`config.mk`:
```
export PLATFORM = sky130hd
export DESIGN_NAME = countdown_timer_ctrl
export DESIGN_NICKNAME = d
export VERILOG_FILES = /design/src/rtl/countdown_timer_ctrl.sv
export SDC_FILE = /design/constraint.sdc
export NUM_CORES = 1
export LEC_CHECK = 0
export ABC_CLOCK_PERIOD_IN_PS = 2200
export BUFFER_PORTS_ARGS = -buffer_cell sky130_fd_sc_hd__buf_4
export CORE_MARGIN = 2
export CORE_UTILIZATION = 44
export DETAILED_ROUTE_END_ITERATION = 6
export PLACE_DENSITY = 0.72
export SYNTH_ARGS = -nofsm -noshare
export SYNTH_HDL_FRONTEND = slang
export SYNTH_SLANG_ARGS = --single-unit
```
`constraint.sdc`:
```
create_clock -name clk -period 2.2 [get_ports clk]
set_clock_uncertainty 0.05 [all_clocks]
set_input_delay 0.11 -clock clk [delete_from_list [all_inputs] [get_ports clk]]
set_output_delay 0.11 -clock clk [all_outputs]
set_load 0.02 [all_outputs]
```
`src/rtl/countdown_timer_ctrl.sv`:
```
// MM:SS countdown sequencer: keypad digit entry, start/stop/clear, 1 s decrement, heater gate.
// Optional QUICK_START_EN: Start at 0:00 in IDLE loads 0:QUICK_SECS and runs.
module countdown_timer_ctrl #(
  parameter int unsigned TICKS_PER_SEC = 100,
  parameter int unsigned QUICK_SECS    = 30
) (
  input  logic       clk,
  input  logic       reset,
  input  logic       KeyValid,
  input  logic [3:0] KeyDigit,
  input  logic       Start,
  input  logic       Stop,
  input  logic       Clear,
  input  logic       DoorClosed,
  output logic [3:0] Minutos,
  output logic [3:0] DezenaSeg,
  output logic [3:0] UnidadeSeg,
  output logic       MagnetronOn,
  output logic       Done
);

  localparam int unsigned PW = $clog2(TICKS_PER_SEC);
  localparam logic [PW-1:0] PRESC_LAST = PW'(TICKS_PER_SEC - 1);

  typedef enum logic [1:0] {S_IDLE, S_RUN, S_PAUSE, S_DONE} state_e;

  state_e        state_q, state_d;
  logic [3:0]    min_q, min_d;
  logic [3:0]    dez_q, dez_d;
  logic [3:0]    uni_q, uni_d;
  logic [PW-1:0] presc_q, presc_d;
  logic          mag_q, mag_d;
  logic          done_q, done_d;

  logic hold;
  logic key_ok;
  logic time_zero;
  logic last_sec;

  always_comb begin
    state_d   = state_q;
    min_d     = min_q;
    dez_d     = dez_q;
    uni_d     = uni_q;
    presc_d   = presc_q;
    hold      = Stop | ~DoorClosed;
    key_ok    = KeyValid && (KeyDigit <= 4'd9) && (uni_q <= 4'd5);
    time_zero = (min_q == '0) && (dez_q == '0) && (uni_q == '0);
    last_sec  = (min_q == '0) && (dez_q == '0) && (uni_q == 4'd1);

    unique case (state_q)
      S_IDLE: begin
        if (Clear) begin
          min_d = '0;
          dez_d = '0;
          uni_d = '0;
        end else if (hold) begin
          state_d = S_IDLE;
        end else if (Start) begin
          if (!time_zero) begin
            state_d = S_RUN;
            presc_d = '0;
          end
`ifdef QUICK_START_EN
          else begin
            state_d = S_RUN;
            presc_d = '0;
            min_d   = '0;
            dez_d   = 4'(QUICK_SECS / 10);
            uni_d   = 4'(QUICK_SECS % 10);
          end
`endif
        end else if (key_ok) begin
          min_d = dez_q;
          dez_d = uni_q;
          uni_d = KeyDigit;
        end
      end

      S_RUN: begin
        if (Clear) begin
          state_d = S_IDLE;
          min_d   = '0;
          dez_d   = '0;
          uni_d   = '0;
        end else if (hold) begin
          state_d = S_PAUSE;
        end else if (presc_q == PRESC_LAST) begin
          presc_d = '0;
          // Borrow chain; time is never 0:00 in RUN, so minutes cannot underflow.
          if (uni_q != '0) begin
            uni_d = uni_q - 4'd1;
          end else begin
            uni_d = 4'd9;
            if (dez_q != '0) begin
              dez_d = dez_q - 4'd1;
            end else begin
              dez_d = 4'd5;
              min_d = min_q - 4'd1;
            end
          end
          if (last_sec) state_d = S_DONE;
        end else begin
          presc_d = presc_q + 1'b1;
        end
      end

      S_PAUSE: begin
        if (Clear) begin
          state_d = S_IDLE;
          min_d   = '0;
          dez_d   = '0;
          uni_d   = '0;
        end else if (hold) begin
          state_d = S_PAUSE;
        end else if (Start) begin
          state_d = S_RUN;
        end
      end

      S_DONE: begin
        if (Clear) begin
          state_d = S_IDLE;
        end else if (hold) begin
          state_d = S_DONE;
        end else if (Start || KeyValid) begin
          state_d = S_IDLE;
        end
      end

      default: state_d = S_IDLE;
    endcase

    mag_d  = (state_d == S_RUN);
    done_d = (state_d == S_DONE);
  end

  always_ff @(posedge clk) begin
    if (reset) begin
      state_q <= S_IDLE;
      min_q   <= '0;
      dez_q   <= '0;
      uni_q   <= '0;
      presc_q <= '0;
      mag_q   <= 1'b0;
      done_q  <= 1'b0;
    end else begin
      state_q <= state_d;
      min_q   <= min_d;
      dez_q   <= dez_d;
      uni_q   <= uni_d;
      presc_q <= presc_d;
      mag_q   <= mag_d;
      done_q  <= done_d;
    end
  end

  assign Minutos     = min_q;
  assign DezenaSeg   = dez_q;
  assign UnidadeSeg  = uni_q;
  assign MagnetronOn = mag_q;
  assign Done        = done_q;

endmodule

```
# == After elaboration in Yosys (flattened, before gate mapping) ==
# Cells that the tools add are included.
# word_totals
ff_bits,23
inputBits,11
# classes
n_mux,53
bitwise_logic,2
magnitude_cmp,2
n_reduce_logical,18
n_addsub,4
eq_ne,21
# op_table
cell,n
two-way mux 4 bit,27
two-way mux 7 bit,7
case mux 4 bit (3 select lines),3
two-way mux 2 bit,14
inequality test 3 bit (second input constant),7
inequality test 2 bit (second input constant),7
case mux 7 bit (2 select lines),1
AND reduction 7 bit,2
logical NOT 4 bit,3
subtractor 4 x 1 -> 4 bit (second input constant),3
AND reduction 9 bit,1
case mux 2 bit (4 select lines),1
AND reduction 8 bit,1
nonzero test 4 bit,2
adder 7 x 1 -> 7 bit (second input constant),1
equality test 7 bit (second input constant),1
equality test 2 bit (second input constant),3
logical AND 1 bit,5
equality test 2 x 1 -> 1 bit (second input constant),2
equality test 4 x 1 -> 1 bit (second input constant),1
<= comparator 4 x 3 -> 1 bit (second input constant),1
<= comparator 4 bit (second input constant),1
nonzero test 3 bit,1
logical NOT 2 bit,1
4 further kinds,4

# == Depth between registers and ports, before layout ==
# logic_depth
depth_word,9
ltp_mapped,9
depth_no_buf,8

# == Worst setup path before layout ==
# Ideal clock, no wire load.
# synth_timing
kind,register -> register
from,"reg uni_q[0], in the netlist UnidadeSeg[0]"
to,"reg min_q[3], in the netlist Minutos[3]"
setup_slack_ns,0.053
required_ns,2.021
n_path_buf,0
arrival_ns,1.968
setup_ns,0.129
path_stages_with_launch,9
cell_sequence,dfxtp_1 > inv_1 > ha_1 > or3b_1 > a41oi_4 > nor3_4 > a21boi_4 > a22oi_1 > nor2_1
# synth_between
elab_chain_len,4
# synth_rtl
element,line,rtl
"start, declared",30,"logic [3:0] uni_q, uni_d;"
"start signal, assigned",151,uni_q <= uni_d;
<= comparator 4 x 3 -> 1 bit,47,key_ok = KeyValid && (KeyDigit <= 4'd9) && (uni_q <= 4'd5);
logical AND 1 bit,47,
inequality test 3 bit (no line),--,
AND reduction 9 bit (no line) *,--,
"end signal, assigned",149,min_q <= min_d;
"end, declared",28,"logic [3:0] min_q, min_d;"
# Every way passes the cells marked *; elsewhere a longest branch is shown, timed or not.
# A chain may end at the register's enable or synchronous reset.

# == Worst setup path after layout ==
# layout_timing
from,"reg uni_q[0], in the netlist UnidadeSeg[0]"
to,reg presc_q[1]
# layout_between
elab_chain_len,4
# layout_rtl
element,line,rtl
logical NOT 4 bit,48,time_zero = (min_q == '0) && (dez_q == '0) && (uni_q == '0);
logical AND 1 bit,48,
inequality test 2 bit (no line),--,
AND reduction 7 bit (no line),--,
"end signal, assigned",152,presc_q <= presc_d;
"end, declared",31,"logic [PW-1:0] presc_q, presc_d;"
# No other way between the ends.

==> reports/metrics.cfg <==
[timing]
setup_viol = 0
worstMarginPinSlew_ns = 0.412
slew_viol_final = 0
post-route-period-util_pct = 95.0
min_period_ns = 2.09
max_freq_mhz = 478
final-hold-violation-count = 0
relSlewSlack_pct = 72.5

[die]
row_count = 22
fp.dieArea_sq_um = 4270
core_sq_um = 3630
start_util_pct = 45.6
ios = 25
die_x_um = 65.3
dieHeight_um = 65.3

[critical_path]
cpPeakStageDelay_ns = 0.43
cp.arrival_ns = 2.20
end_kind = flip-flop
r2r_cells = 9
cp-start-kind = flip-flop
critPathMostFrequentCell = buf_4
crit_path_cell_trace = inv_1 > ha_1 > or3b_4 > o311ai_4 > a211oi_4 > buf_4 > buf_4 > mux2i_1 > nor2_1
path_max_fanout = 9
worst-setup-path-type = flip-flop to flip-flop
cp_slowest_cell = or3b_4
cp.required_ns = 2.31

[grt]
grt_pass1_vias = 1436
grt_use_total_pct = 19.7
antenna_found_initial = 0
grt_max_degree = 17
grt_pass1_wl_um = 6670
overflow = 0

[final_layout]
final_cells = 280
nNetsFinal = 255
layout_common_cells = buf_4 (37), nor2_1 (28), dfxtp_1 (23), a21oi_1 (16), inv_1 (13)
fillers = 360
antenna_cells = 0
drive_gt1_share_pct = 26.3
post-route-util_pct = 55.3
seq_area_sq_um = 460
area_growth_pct = 21.5
multi_input_area_sq_um = 1120
final_common_cell = buf_4
design_area_sq_um = 2010

[routing]
routed_wl_um = 3870
vias = 1560
firstDrtPassIters = 4
remaining_drc_errors = 0
antenna_left = 0
viasPerCell = 5.57
wire_per_inst_um = 13.8
drt_iter0_drc = 97

[synthesis]
synthCells = 199
syn-num-nets = 221
synth_top_family_by_area = compound AO/OA/AOI/OAI gates
synth_edf_count = 0
ys_top_cells_by_area = dfxtp_1 (28%), ha_1 (8.3%), nor2_1 (6.3%), a21oi_1 (4.8%), o31ai_1 (3.6%)
synth_compound_area_share_pct = 27.1
synthAdderAreaFrac_pct = 8.31
ys_async_sr_fraction_pct = 0
synth_cell_types = 46
synthXorXnorAreaFrac_pct = 3.17
ys_warn_count = 0
yosys.area_share.simple_pct = 27.0
syn_area_per_cell_sq_um = 8.32
synth-seq-area-share_pct = 27.8
yosys_register_bits = 23
synthMuxAreaShare_pct = 0.605
synth_top_cell_by_area = dfxtp_1
syn_area_sq_um = 1660
synthFlopType = dfxtp_1
yosysTopAreaCellShare_pct = 27.8

[pwr]
power_density_nw_per_um2 = 602
total_power_w = 0.00121
vdd_drop_max_uv = 337
p_leak_nw = 0.816

[placed_design]
hpwl_um = 2880
dp_cells = 273
place_area_sq_um = 1920
numPortBuffers = 24
place_congestion = 0.872

[clock_tree]
h-tree-depth = 1
clock_latency_ns = 0.28
cts_tree = yes
cts_num_sinks = 23
clk_pin_slew_ns = 0.09
root_buffer = clkbuf_8
clk_path_buf_depth = 2
cts_made_buffers = 3

[min_path]
hp-class = primary input to flip-flop
hold_depth = 3

[run_status]
outcome = completed

[flow_run]
maxCapViolations = 0

## final timing paths
path                                     from            end  slack (ns)
worst max register to register  UnidadeSeg[0]     presc_q[1]        0.11
worst max-delay path            UnidadeSeg[0]     presc_q[1]        0.11
worst min-delay path              KeyDigit[3]  UnidadeSeg[3]        0.07
worst min register to register     presc_q[5]     presc_q[5]        0.47
## state kept, by name, indices dropped and copies added (netlist names)
register	flops
presc_q	7
UnidadeSeg	4
Minutos	4
MagnetronOn	1
Done	1
DezenaSeg	4
state_q	2
## cell usage after synthesis, types with 2 or more instances
library cell / n
buf_6: 2
nor3_1: 6
clkbuf_1: 3
inv_1: 13
nor3_4: 2
nor2_2: 3
nor2b_1: 2
or3_1: 4
xor2_1: 4
a311oi_1: 2
nand2b_1: 3
nor3b_1: 3
ha_1: 11
nand4_1: 4
dfxtp_1: 23
o32ai_1: 2
a211oi_1: 6
o31ai_1: 8
or3b_1: 2
o21ai_0: 5
a21oi_1: 16
and2_1: 5
a31oi_1: 3
nand2_1: 9
or3b_4: 2
a211oi_2: 2
a22oi_1: 4
o21ai_1: 3
nor2_1: 28
xnor2_1: 2
nand3_1: 2
## where the power goes
part | switching (W) | internal, W
registers | 0.0000312 | 0.000443
logic | 0.000257 | 0.000205
clock network | 0.000148 | 0.000127
total | 0.000436 | 0.000775
## stage by stage
stage | setup slack (ns) | hold slack (ns) | TNS [ns]
3_3_place_gp | 0.187 | 0.355 | 0
5_1_grt | -0.0106 | 0.0854 | -0.0106
4_1_cts | 0.0713 | 0.0726 | 0
6_report | 0.110 | 0.0722 | 0
2_1_floorplan | 0.0526 | 0.222 | 0
3_5_place_dp | 0.0911 | 0.369 | 0
## worst max-delay path: cells and delay by family (launching register included)
family | cells | cell delay, ns
mux | 1 | 0.14
simple gates | 2 | 0.48
fa+ha+maj | 1 | 0.19
flops | 1 | 0.33
buf+inv | 3 | 0.40
compound gates | 2 | 0.38
## metal layers
metal  track usage, %  share of wire (%)  vias to the layer above
met4             7.03                1.2                        0
met2             29.8                 46                       30
met5                0                  0                        -
met1             28.6                 50                      740
met3             2.23                3.1                        5
li1                 -                  -                      785
## logic make-up (layout without fill, tap and decap cells)
| logic type | count (synthesis) | count (layout) |
|---|---|---|
| AO/OA/AOI/OAI | 58 | 58 |
| XOR/XNOR | 6 | 6 |
| adder cells (fa/ha/maj) | 11 | 11 |
| buffers and inverters | 21 | 54 |
| flip-flops | 23 | 23 |
| multiplexers | 1 | 1 |
| AND/OR/NAND/NOR | 79 | 79 |
## timing repair
item,4_1_cts,5_1_grt
endpoints found under the setup margin,0,15
gates resized for setup,0,5
setup buffers,0,3
hold buffers,0,0
## layout make-up
type,instances,area share (%)
Multi-Input combinational cell,155,55.6
Sequential cell,23,22.9
Timing Repair Buffer,37,13.8
Tap cell,48,2.99
Inverter,13,2.43
Clock buffer,3,2.05
Clock inverter,1,0.249
Note: power is estimated with default switching activity, not from simulation.
